File: config.mk
export PLATFORM = sky130hd
export DESIGN_NAME = fetch_skid_buffer_flat
export DESIGN_NICKNAME = d
export VERILOG_FILES = /design/src/rtl/fetch_skid_buffer_if.sv /design/src/rtl/fetch_skid_buffer.sv /design/src/flat_wrapper.sv
export SDC_FILE = /design/constraint.sdc
export NUM_CORES = 1
export LEC_CHECK = 0
export BUFFER_PORTS_ARGS = -buffer_cell sky130_fd_sc_hd__buf_2
export CORE_UTILIZATION = 50
export DETAILED_ROUTE_END_ITERATION = 7
export PLACE_DENSITY_LB_ADDON = 0.25
export SETUP_SLACK_MARGIN = 0.05
export SKIP_CTS_REPAIR_TIMING = 1
export SLEW_MARGIN = 25
export SYNTH_ARGS = -nofsm -noshare
export SYNTH_HDL_FRONTEND = slang
export SYNTH_SLANG_ARGS = --single-unit
export TNS_END_PERCENT = 30
File: constraint.sdc
create_clock -name clk -period 2.5 [get_ports clk]
set_clock_uncertainty 0.15 [all_clocks]
set_input_delay 0.5 -clock clk [delete_from_list [all_inputs] [get_ports clk]]
set_output_delay 0.5 -clock clk [all_outputs]
set_load 0.05 [all_outputs]
File: src/rtl/fetch_skid_buffer_if.sv
// Fetch-to-decode handshake bundle for the two-entry skid buffer.
// The slave modport is the buffer's view; the master modport is the fetch/decode side.
interface fetch_skid_buffer_if #(
    parameter int INSTR_WIDTH = 16,
    parameter int PC_WIDTH    = 16
);
    logic                   flush;
    logic                   in_valid;
    logic                   in_ready;
    logic [INSTR_WIDTH-1:0] in_instr;
    logic [PC_WIDTH-1:0]    in_pc;
    logic                   out_valid;
    logic                   out_ready;
    logic [INSTR_WIDTH-1:0] out_instr;
    logic [PC_WIDTH-1:0]    out_pc;
    logic [1:0]             occupancy;

    modport master (
        output flush, in_valid, in_instr, in_pc, out_ready,
        input  in_ready, out_valid, out_instr, out_pc, occupancy
    );

    modport slave (
        input  flush, in_valid, in_instr, in_pc, out_ready,
        output in_ready, out_valid, out_instr, out_pc, occupancy
    );
endinterface

File: src/rtl/fetch_skid_buffer.sv
// Two-entry elastic buffer between fetch and decode: in_ready depends only on
// registered state, so decode stall logic never reaches fetch combinationally.
module fetch_skid_buffer #(
    parameter int INSTR_WIDTH = 16,
    parameter int PC_WIDTH    = 16
) (
    input logic               clk,
    input logic               rst,
    fetch_skid_buffer_if.slave bus
);

    typedef enum logic [1:0] {
        EMPTY = 2'd0,
        ONE   = 2'd1,
        TWO   = 2'd2
    } state_t;

    state_t                 state_r;
    state_t                 state_next_s;

    logic [INSTR_WIDTH-1:0] main_instr_r;
    logic [PC_WIDTH-1:0]    main_pc_r;
    logic [INSTR_WIDTH-1:0] skid_instr_r;
    logic [PC_WIDTH-1:0]    skid_pc_r;

    logic                   main_valid_s;
    logic                   skid_valid_s;
    logic                   in_ready_s;
    logic [1:0]             occupancy_s;
    logic                   accept_s;
    logic                   fire_s;
    logic                   load_main_in_s;
    logic                   load_main_skid_s;
    logic                   load_skid_s;

    // State register; the encoding equals the number of held entries.
    always_ff @(posedge clk or posedge rst) begin
        if (rst) begin
            state_r <= EMPTY;
        end else begin
            state_r <= state_next_s;
        end
    end

    // Next-state decode; flush takes priority over every handshake event.
    always_comb begin
        state_next_s = state_r;
        if (bus.flush) begin
            state_next_s = EMPTY;
        end else begin
            case (state_r)
                EMPTY: begin
                    if (accept_s) state_next_s = ONE;
                    else          state_next_s = EMPTY;
                end
                ONE: begin
                    if (accept_s && !fire_s)      state_next_s = TWO;
                    else if (fire_s && !accept_s) state_next_s = EMPTY;
                    else                          state_next_s = ONE;
                end
                TWO: begin
                    if (fire_s) state_next_s = ONE;
                    else        state_next_s = TWO;
                end
                default: state_next_s = EMPTY;
            endcase
        end
    end

    // Status outputs and one load enable per data register.
    always_comb begin
        main_valid_s     = 1'b0;
        skid_valid_s     = 1'b0;
        load_main_in_s   = 1'b0;
        load_main_skid_s = 1'b0;
        load_skid_s      = 1'b0;
        case (state_r)
            EMPTY: begin
                main_valid_s = 1'b0;
                skid_valid_s = 1'b0;
            end
            ONE: begin
                main_valid_s = 1'b1;
                skid_valid_s = 1'b0;
            end
            TWO: begin
                main_valid_s = 1'b1;
                skid_valid_s = 1'b1;
            end
            default: begin
                main_valid_s = 1'b0;
                skid_valid_s = 1'b0;
            end
        endcase
        in_ready_s  = ~skid_valid_s;
        occupancy_s = {1'b0, main_valid_s} + {1'b0, skid_valid_s};
        accept_s    = bus.in_valid & in_ready_s;
        fire_s      = main_valid_s & bus.out_ready;
        if (bus.flush) begin
            load_main_in_s   = 1'b0;
            load_main_skid_s = 1'b0;
            load_skid_s      = 1'b0;
        end else begin
            load_main_in_s   = accept_s && ((state_r == EMPTY) || ((state_r == ONE) && fire_s));
            load_skid_s      = accept_s && (state_r == ONE) && !fire_s;
            load_main_skid_s = fire_s && (state_r == TWO);
        end
    end

    // Head entry data; holds its last value while the buffer is empty.
    always_ff @(posedge clk or posedge rst) begin
        if (rst) begin
            main_instr_r <= {INSTR_WIDTH{1'b0}};
            main_pc_r    <= {PC_WIDTH{1'b0}};
        end else if (load_main_in_s) begin
            main_instr_r <= bus.in_instr;
            main_pc_r    <= bus.in_pc;
        end else if (load_main_skid_s) begin
            main_instr_r <= skid_instr_r;
            main_pc_r    <= skid_pc_r;
        end
    end

    // Second entry data, captured only when decode stalls with one entry held.
    always_ff @(posedge clk or posedge rst) begin
        if (rst) begin
            skid_instr_r <= {INSTR_WIDTH{1'b0}};
            skid_pc_r    <= {PC_WIDTH{1'b0}};
        end else if (load_skid_s) begin
            skid_instr_r <= bus.in_instr;
            skid_pc_r    <= bus.in_pc;
        end
    end

    assign bus.in_ready  = in_ready_s;
    assign bus.out_valid = main_valid_s;
    assign bus.out_instr = main_instr_r;
    assign bus.out_pc    = main_pc_r;
    assign bus.occupancy = occupancy_s;

endmodule
File: src/flat_wrapper.sv
// flat-port wrapper written by rule: the top's interface ports become plain ports
module fetch_skid_buffer_flat 
#(
    parameter int INSTR_WIDTH = 16,
    parameter int PC_WIDTH    = 16
)
  (clk, rst, bus_flush, bus_in_valid, bus_in_instr, bus_in_pc, bus_out_ready, bus_in_ready, bus_out_valid, bus_out_instr, bus_out_pc, bus_occupancy);
  fetch_skid_buffer_if #(.INSTR_WIDTH(INSTR_WIDTH), .PC_WIDTH(PC_WIDTH)) bus_i ();
  input logic clk;
  input logic rst;
  input wire logic [$bits(bus_i.flush)-1:0] bus_flush;
  input wire logic [$bits(bus_i.in_valid)-1:0] bus_in_valid;
  input wire logic [$bits(bus_i.in_instr)-1:0] bus_in_instr;
  input wire logic [$bits(bus_i.in_pc)-1:0] bus_in_pc;
  input wire logic [$bits(bus_i.out_ready)-1:0] bus_out_ready;
  output wire logic [$bits(bus_i.in_ready)-1:0] bus_in_ready;
  output wire logic [$bits(bus_i.out_valid)-1:0] bus_out_valid;
  output wire logic [$bits(bus_i.out_instr)-1:0] bus_out_instr;
  output wire logic [$bits(bus_i.out_pc)-1:0] bus_out_pc;
  output wire logic [$bits(bus_i.occupancy)-1:0] bus_occupancy;
  assign bus_i.flush = bus_flush;
  assign bus_i.in_valid = bus_in_valid;
  assign bus_i.in_instr = bus_in_instr;
  assign bus_i.in_pc = bus_in_pc;
  assign bus_i.out_ready = bus_out_ready;
  assign bus_in_ready = bus_i.in_ready;
  assign bus_out_valid = bus_i.out_valid;
  assign bus_out_instr = bus_i.out_instr;
  assign bus_out_pc = bus_i.out_pc;
  assign bus_occupancy = bus_i.occupancy;
  fetch_skid_buffer #(.INSTR_WIDTH(INSTR_WIDTH), .PC_WIDTH(PC_WIDTH)) u_core (.clk(clk), .rst(rst), .bus(bus_i));
endmodule
==> impl_metrics.env, run 1 <==
export IMPL_outcome="complete, no violations"
export IMPL_avgRoutedWirePerCell_microns=15.7
export IMPL_floorplan_io_pins=73
export IMPL_cts_root_to_sink_buffers=2
export IMPL_tritoncts_num_sinks=66
export IMPL_synth_seq_area_share=0.526
export IMPL_fmaxAchievable_mhz=448
export IMPL_design_final_nets=351
export IMPL_port_buffers=72
export IMPL_viasPerCell=5.44
export IMPL_global_route_overflow_total=0
export IMPL_tightest_slew_ps=556
export IMPL_synthesis_area_sq_um=3140
export IMPL_slew_headroom=0.629
export IMPL_yosys_register_bits=66
export IMPL_finalHoldViolations=0
export IMPL_power_switching_fraction=0.396
export IMPL_via_count_of_the_first_global_routing_pass=1997
export IMPL_cts_inserted_buffers=9
export IMPL_antenna_violating_nets_post_route=0
export IMPL_grt_total_usage=0.205
export IMPL_path_max_fanout=7
export IMPL_crit_arrival_ps=1580
export IMPL_criticalPathCategory="register to output pin"
export IMPL_clock_power_share=0.214
export IMPL_remaining_drc_errors=0
export IMPL_synthesis_nets=280
export IMPL_power_net_switching_mw=1.64
export IMPL_worst_path_largest_cell_delay_ps=440
export IMPL_power_report_internal_total_mw=2.50
export IMPL_final_max_slew_violation_count=0
export IMPL_fin_tns_setup_ps=0
export IMPL_cts_max_level=3
export IMPL_unrepaired_setup_endpoints_after_global_routing="no"
export IMPL_dieArea_sq_um=6600
export IMPL_peakVddDrop_uv=554
export IMPL_initial_antenna_violation_count=0
export IMPL_p_seq_frac=0.419
export IMPL_fin_crit_ps=2230
export IMPL_clockRootBuffer="sky130_fd_sc_hd__clkbuf_8"
export IMPL_clock_tree_from_tritoncts="built"
export IMPL_post_route_period_util=0.892
export IMPL_crit_required_ps=1850
export IMPL_floorplan_die_width_microns=81.2
export IMPL_clock_insertion_delay_worst_skew_ps=340
export IMPL_critical_path_cell_chain="inv_1 > ha_1 > buf_2"
export IMPL_hold_class="input port to asynchronous set/reset pin"
export IMPL_layout_area_overhead_vs_synth_pct=19.3
export IMPL_coreArea_sq_um=5990
export IMPL_drt_pass1_iterations=5
export IMPL_layout_drive_gt1_share=0.506
export IMPL_max_cap_violations=0
export IMPL_cellPowerDensity_nw_per_um2=1110
export IMPL_ys_warn_count=0
export IMPL_critical_path_top_delay_family="adder cells"
export IMPL_cellLeakagePower_nw=1.75
export IMPL_place_worst_setup_slack_ps=279
export IMPL_synthDistinctLibCells=26
export IMPL_minimum_setup_slack_in_the_final_design_ps=270
export IMPL_rows=28
export IMPL_combinationalPowerShare=0.367
export IMPL_chip_height_microns=81.2
export IMPL_detail_route_iter0_violations=70
export IMPL_critPathSlowestCell="sky130_fd_sc_hd__ha_1"
export IMPL_antenna_cells=0
export IMPL_timing_final_setup_violations=0
export IMPL_via_count=2115
export IMPL_routability_driven_placement_congestion_ratio=0.677
export IMPL_worst_path_clk_slew_ps=70
export IMPL_critical_path_endpoint_category="output pin"
export IMPL_postSynthAreaPerCell_sq_um=13.2
export IMPL_syn_inst=238
export IMPL_wl_mm=6.11
export IMPL_path_buf_inv=2
export IMPL_global_route_wire_length_before_repair_mm=9.80
export IMPL_critical_path_startpoint_type="register"
export IMPL_initial_utilization=0.524
export IMPL_detailedPlacementHpwl_mm=3.98
export IMPL_grt_max_degree=42
==> state kept, by name, indices dropped and copies added (netlist names) <==
name	flops
u_core.bus.out_instr	16
u_core.bus.out_pc	16
u_core.skid_instr_r	16
u_core.skid_pc_r	16
u_core.state_r	2
==> cell usage after synthesis <==
| library cell | instances | share of area |
|---|---|---|
| sky130_fd_sc_hd__o32ai_2 | 30 | 0.16 |
| sky130_fd_sc_hd__o21ai_0 | 2 | 0.0032 |
| sky130_fd_sc_hd__a31oi_1 | 1 | 0.0020 |
| sky130_fd_sc_hd__nand3b_1 | 2 | 0.0048 |
| sky130_fd_sc_hd__dfrtp_1 | 66 | 0.53 |
| sky130_fd_sc_hd__o21a_1 | 1 | 0.0024 |
| sky130_fd_sc_hd__mux2_1 | 1 | 0.0036 |
| sky130_fd_sc_hd__or3b_1 | 1 | 0.0028 |
| sky130_fd_sc_hd__nand4_1 | 1 | 0.0020 |
| sky130_fd_sc_hd__clkbuf_2 | 1 | 0.0016 |
| sky130_fd_sc_hd__ha_1 | 5 | 0.020 |
| sky130_fd_sc_hd__o32ai_1 | 2 | 0.0056 |
| sky130_fd_sc_hd__a311oi_1 | 1 | 0.0028 |
| sky130_fd_sc_hd__nor4_1 | 1 | 0.0020 |
| sky130_fd_sc_hd__nand2_1 | 1 | 0.0012 |
| sky130_fd_sc_hd__mux2_2 | 31 | 0.11 |
| sky130_fd_sc_hd__nand3_2 | 1 | 0.0032 |
| sky130_fd_sc_hd__buf_4 | 3 | 0.0072 |
| sky130_fd_sc_hd__and3_1 | 1 | 0.0020 |
| sky130_fd_sc_hd__a211oi_2 | 1 | 0.0040 |
| sky130_fd_sc_hd__a21oi_1 | 34 | 0.054 |
| sky130_fd_sc_hd__a31o_2 | 1 | 0.0028 |
| sky130_fd_sc_hd__clkbuf_1 | 3 | 0.0036 |
| sky130_fd_sc_hd__inv_1 | 36 | 0.043 |
| sky130_fd_sc_hd__buf_2 | 3 | 0.0048 |
| sky130_fd_sc_hd__buf_6 | 8 | 0.029 |
==> worst paths after layout <==
path,start,end,slack [ps],cells after the start
worst min-delay path,rst,u_core.skid_pc_r[0],50,2
max in group asynchronous,rst,u_core.bus.out_pc[13],1530,3
min in group clk,bus_flush,u_core.state_r[0],250,2
worst max-delay path,u_core.state_r[1],bus_out_valid,270,3
worst min register to register,u_core.bus.out_instr[14],u_core.bus.out_instr[14],360,2
worst max register to register,u_core.state_r[0],u_core.bus.out_instr[4],290,6
==> kinds of logic after synthesis <==
kind of cell / count (synthesis) / share of synthesized area
muxes: 32 / 0.115
DFF: 66 / 0.526
buffers and inverters: 54 / 0.0889
adders and majority gates: 5 / 0.0199
AOI/OAI and AO/OA: 73 / 0.232
and+or+nand+nor: 8 / 0.0179
==> metrics by stage <==
stage          total power, mW  cell area (sq um)  instances   util  hold WS [ps]
2_1_floorplan             2.92               3140        238      -           330
3_3_place_gp              3.23               3550        373  0.592           339
3_5_place_dp              3.29               3550        373  0.592           352
4_1_cts                   4.19               3740        389  0.625          60.5
5_1_grt                   4.37               3740        389  0.625          82.4
6_report                  4.15               3740        389  0.625          54.5
==> power groups by stage <==
stage	logic [mW]	registers, mW	clock network (mW)
finish	1.52	1.74	0.888
floorplan	0.634	2.28	0
CTS	1.54	1.74	0.911
detailed placement	1.53	1.76	0
global route	1.63	1.79	0.949
global placement	1.50	1.73	0
==> worst register-to-register path: stages, from the launching register on <==
cell	delay, ps
sky130_fd_sc_hd__dfrtp_1	380
sky130_fd_sc_hd__inv_1	90
sky130_fd_sc_hd__ha_1	320
sky130_fd_sc_hd__or3b_2	500
sky130_fd_sc_hd__buf_4	300
sky130_fd_sc_hd__o32ai_2	280
sky130_fd_sc_hd__a21oi_1	70
==> layout make-up <==
class                      instances  area (sq um)
clock buffer                      12           145
clock inverter                     4          51.3
fill                             491          2250
inverter                          36           135
multi-input combinational        118          1220
sequential                        66          1650
tap                               75          93.8
timing repair buffer              78           443
==> per-layer routing <==
layer / global-route usage / share of wire / vias up / wire length, microns
met2: 0.315 / 0.48 / 58 / 2910
met5: 0 / 0 / - / 0
li1: - / - / 1003 / -
met3: 0.0584 / 0.052 / 5 / 317
met4: 0.0911 / 0.0098 / 0 / 60
met1: 0.267 / 0.46 / 1049 / 2820
==> cells in the final DEF, fill, tap and decap left out, types with 2 or more instances in the layout <==
cell                       netlist  layout
sky130_fd_sc_hd__clkbuf_1        3       2
sky130_fd_sc_hd__buf_4           3       3
sky130_fd_sc_hd__o32ai_2        30      30
sky130_fd_sc_hd__nand3b_1        2       2
sky130_fd_sc_hd__clkbuf_8        0      10
sky130_fd_sc_hd__mux2_2         31      31
sky130_fd_sc_hd__o21ai_0         2       2
sky130_fd_sc_hd__dfrtp_1        66      66
sky130_fd_sc_hd__buf_12          0       3
sky130_fd_sc_hd__o32ai_1         2       2
sky130_fd_sc_hd__inv_1          36      35
sky130_fd_sc_hd__ha_1            5       5
sky130_fd_sc_hd__a21oi_1        34      34
sky130_fd_sc_hd__buf_2           3      72
Power figures use the tool's default switching activity.
==> run 2: changes to the inputs <==
--- a/config.mk
+++ b/config.mk
@@ -6,9 +6,11 @@
 export NUM_CORES = 1
 export LEC_CHECK = 0
 export BUFFER_PORTS_ARGS = -buffer_cell sky130_fd_sc_hd__buf_2
+export CAP_MARGIN = 20
 export CORE_UTILIZATION = 50
 export DETAILED_ROUTE_END_ITERATION = 7
 export PLACE_DENSITY_LB_ADDON = 0.25
+export RECOVER_POWER = 50
 export SETUP_SLACK_MARGIN = 0.05
 export SKIP_CTS_REPAIR_TIMING = 1
 export SLEW_MARGIN = 25
==> run 2 against run 1 <==
Effect of this change: clock power about the same; clock-buffer cell count unchanged; sequential power is essentially flat; non-clock buffer count did not move; routed wire length increased by 0.41%; global-route usage unchanged; sequential share of layout area grew 0.45 points; cell area shrank 1.0%; highest routed layer unchanged.
==> impl_metrics.env, run 2 (synthesis gave the netlist of run 1 again) <==
export IMPL_cellPowerDensity_nw_per_um2=1110
export IMPL_final_max_slew_violation_count=0
export IMPL_critPathSlowestCell="sky130_fd_sc_hd__ha_1"
export IMPL_fmaxAchievable_mhz=449
export IMPL_tightest_slew_ps=1010
export IMPL_floorplan_die_width_microns=81.2
export IMPL_commonest_cells_after_routing_fill_and_taps_aside="sky130_fd_sc_hd__dfrtp_1, sky130_fd_sc_hd__buf_2, sky130_fd_sc_hd__inv_1"
export IMPL_layout_drive_gt1_share=0.446
export IMPL_grt_total_usage=0.205
export IMPL_unrepaired_setup_endpoints_after_global_routing="no"
export IMPL_antenna_cells=0
export IMPL_worst_path_largest_cell_delay_ps=440
export IMPL_avgRoutedWirePerCell_microns=15.8
export IMPL_clockRootBuffer="sky130_fd_sc_hd__clkbuf_8"
export IMPL_crit_arrival_ps=1580
export IMPL_criticalPathCategory="register to output pin"
export IMPL_drt_pass1_iterations=4
export IMPL_dieArea_sq_um=6600
export IMPL_slew_headroom=0.324
export IMPL_initial_utilization=0.524
export IMPL_critical_path_endpoint_category="output pin"
export IMPL_port_buffers=72
export IMPL_timing_final_setup_violations=0
export IMPL_hold_class="input port to asynchronous set/reset pin"
export IMPL_layout_area_overhead_vs_synth_pct=18.1
export IMPL_cts_max_level=3
export IMPL_path_max_fanout=7
export IMPL_routability_driven_placement_congestion_ratio=0.677
export IMPL_critical_path_startpoint_type="register"
export IMPL_cts_root_to_sink_buffers=2
export IMPL_worstReg2RegStart="u_core.state_r[0]"
export IMPL_critPathLaunch="u_core.state_r[1]"
export IMPL_grt_max_degree=42
export IMPL_tritoncts_num_sinks=66
export IMPL_outcome="complete, no violations"
export IMPL_crit_required_ps=1850
export IMPL_detailedPlacementHpwl_mm=3.98
export IMPL_clock_tree_from_tritoncts="built"
export IMPL_ff2ff_setup_slack_ps=290
export IMPL_cts_inserted_buffers=9
export IMPL_via_count_of_the_first_global_routing_pass=1997
export IMPL_fin_tns_setup_ps=0
export IMPL_clock_insertion_delay_worst_skew_ps=340
export IMPL_via_count=2117
export IMPL_fin_crit_ps=2230
export IMPL_floorplan_io_pins=73
export IMPL_final_core_utilization=0.619
export IMPL_cellLeakagePower_nw=1.71
export IMPL_chip_height_microns=81.2
export IMPL_finalHoldViolations=0
export IMPL_global_route_overflow_total=0
export IMPL_rows=28
export IMPL_worst_path_clk_slew_ps=70
export IMPL_max_cap_violations=0
export IMPL_design_final_nets=351
export IMPL_timing_reg2reg_worst_path_depth=6
export IMPL_viasPerCell=5.44
export IMPL_wl_mm=6.13
export IMPL_coreArea_sq_um=5990
export IMPL_critical_path_cell_chain="inv_1 > ha_1 > buf_2"
export IMPL_detail_route_iter0_violations=79
export IMPL_post_route_period_util=0.892
export IMPL_remaining_drc_errors=0
export IMPL_peakVddDrop_uv=535
export IMPL_antenna_violating_nets_post_route=0
export IMPL_initial_antenna_violation_count=0
export IMPL_layout_cells_most_common="sky130_fd_sc_hd__dfrtp_1"
export IMPL_global_route_wire_length_before_repair_mm=9.80
[run 2: layer usage]
metal | global-route usage | part of all wire | wire length [microns]
met1 | 0.267 | 0.45 | 2780
met5 | 0 | 0 | 0
met2 | 0.315 | 0.48 | 2950
met4 | 0.0911 | 0.014 | 84
met3 | 0.0584 | 0.052 | 321
[run 2: cell type report]
type / instances / area (sq um)
inverter: 36 / 135
sequential: 66 / 1650
clock buffer: 12 / 145
timing repair buffer: 78 / 405
fill: 501 / 2280
tap: 75 / 93.8
clock inverter: 4 / 51.3
multi-input combinational: 118 / 1220
[run 2: final timing paths]
path	end
worst max-delay path	bus_out_valid
worst min-delay path	u_core.skid_pc_r[0]
worst max register to register	u_core.bus.out_instr[4]
worst min register to register	u_core.bus.out_instr[14]
max in group asynchronous	u_core.bus.out_pc[13]
min in group clk	u_core.state_r[0]
[run 2: per-stage QoR]
stage / worst slack [ps] / area (sq um) / cells / hold slack [ps] / power [mW]
floorplan: 195 / 3140 / 238 / 330 / 2.92
global placement: 361 / 3550 / 373 / 339 / 3.23
detailed placement: 279 / 3550 / 373 / 352 / 3.29
CTS: 244 / 3740 / 389 / 60.5 / 4.19
global route: 96.4 / 3710 / 389 / 252 / 4.34
finish: 271 / 3710 / 389 / 210 / 4.12
[run 2: report_power, final]
part | internal, mW | switching, mW
clock network | 0.489 | 0.400
logic | 0.496 | 0.995
registers | 1.49 | 0.252
[run 2: critical path, delay by kind of cell, from the launching register on]
kind | cells | cell delay [ps]
fa+ha+maj | 1 | 440
flops | 1 | 400
buf+inv | 2 | 400
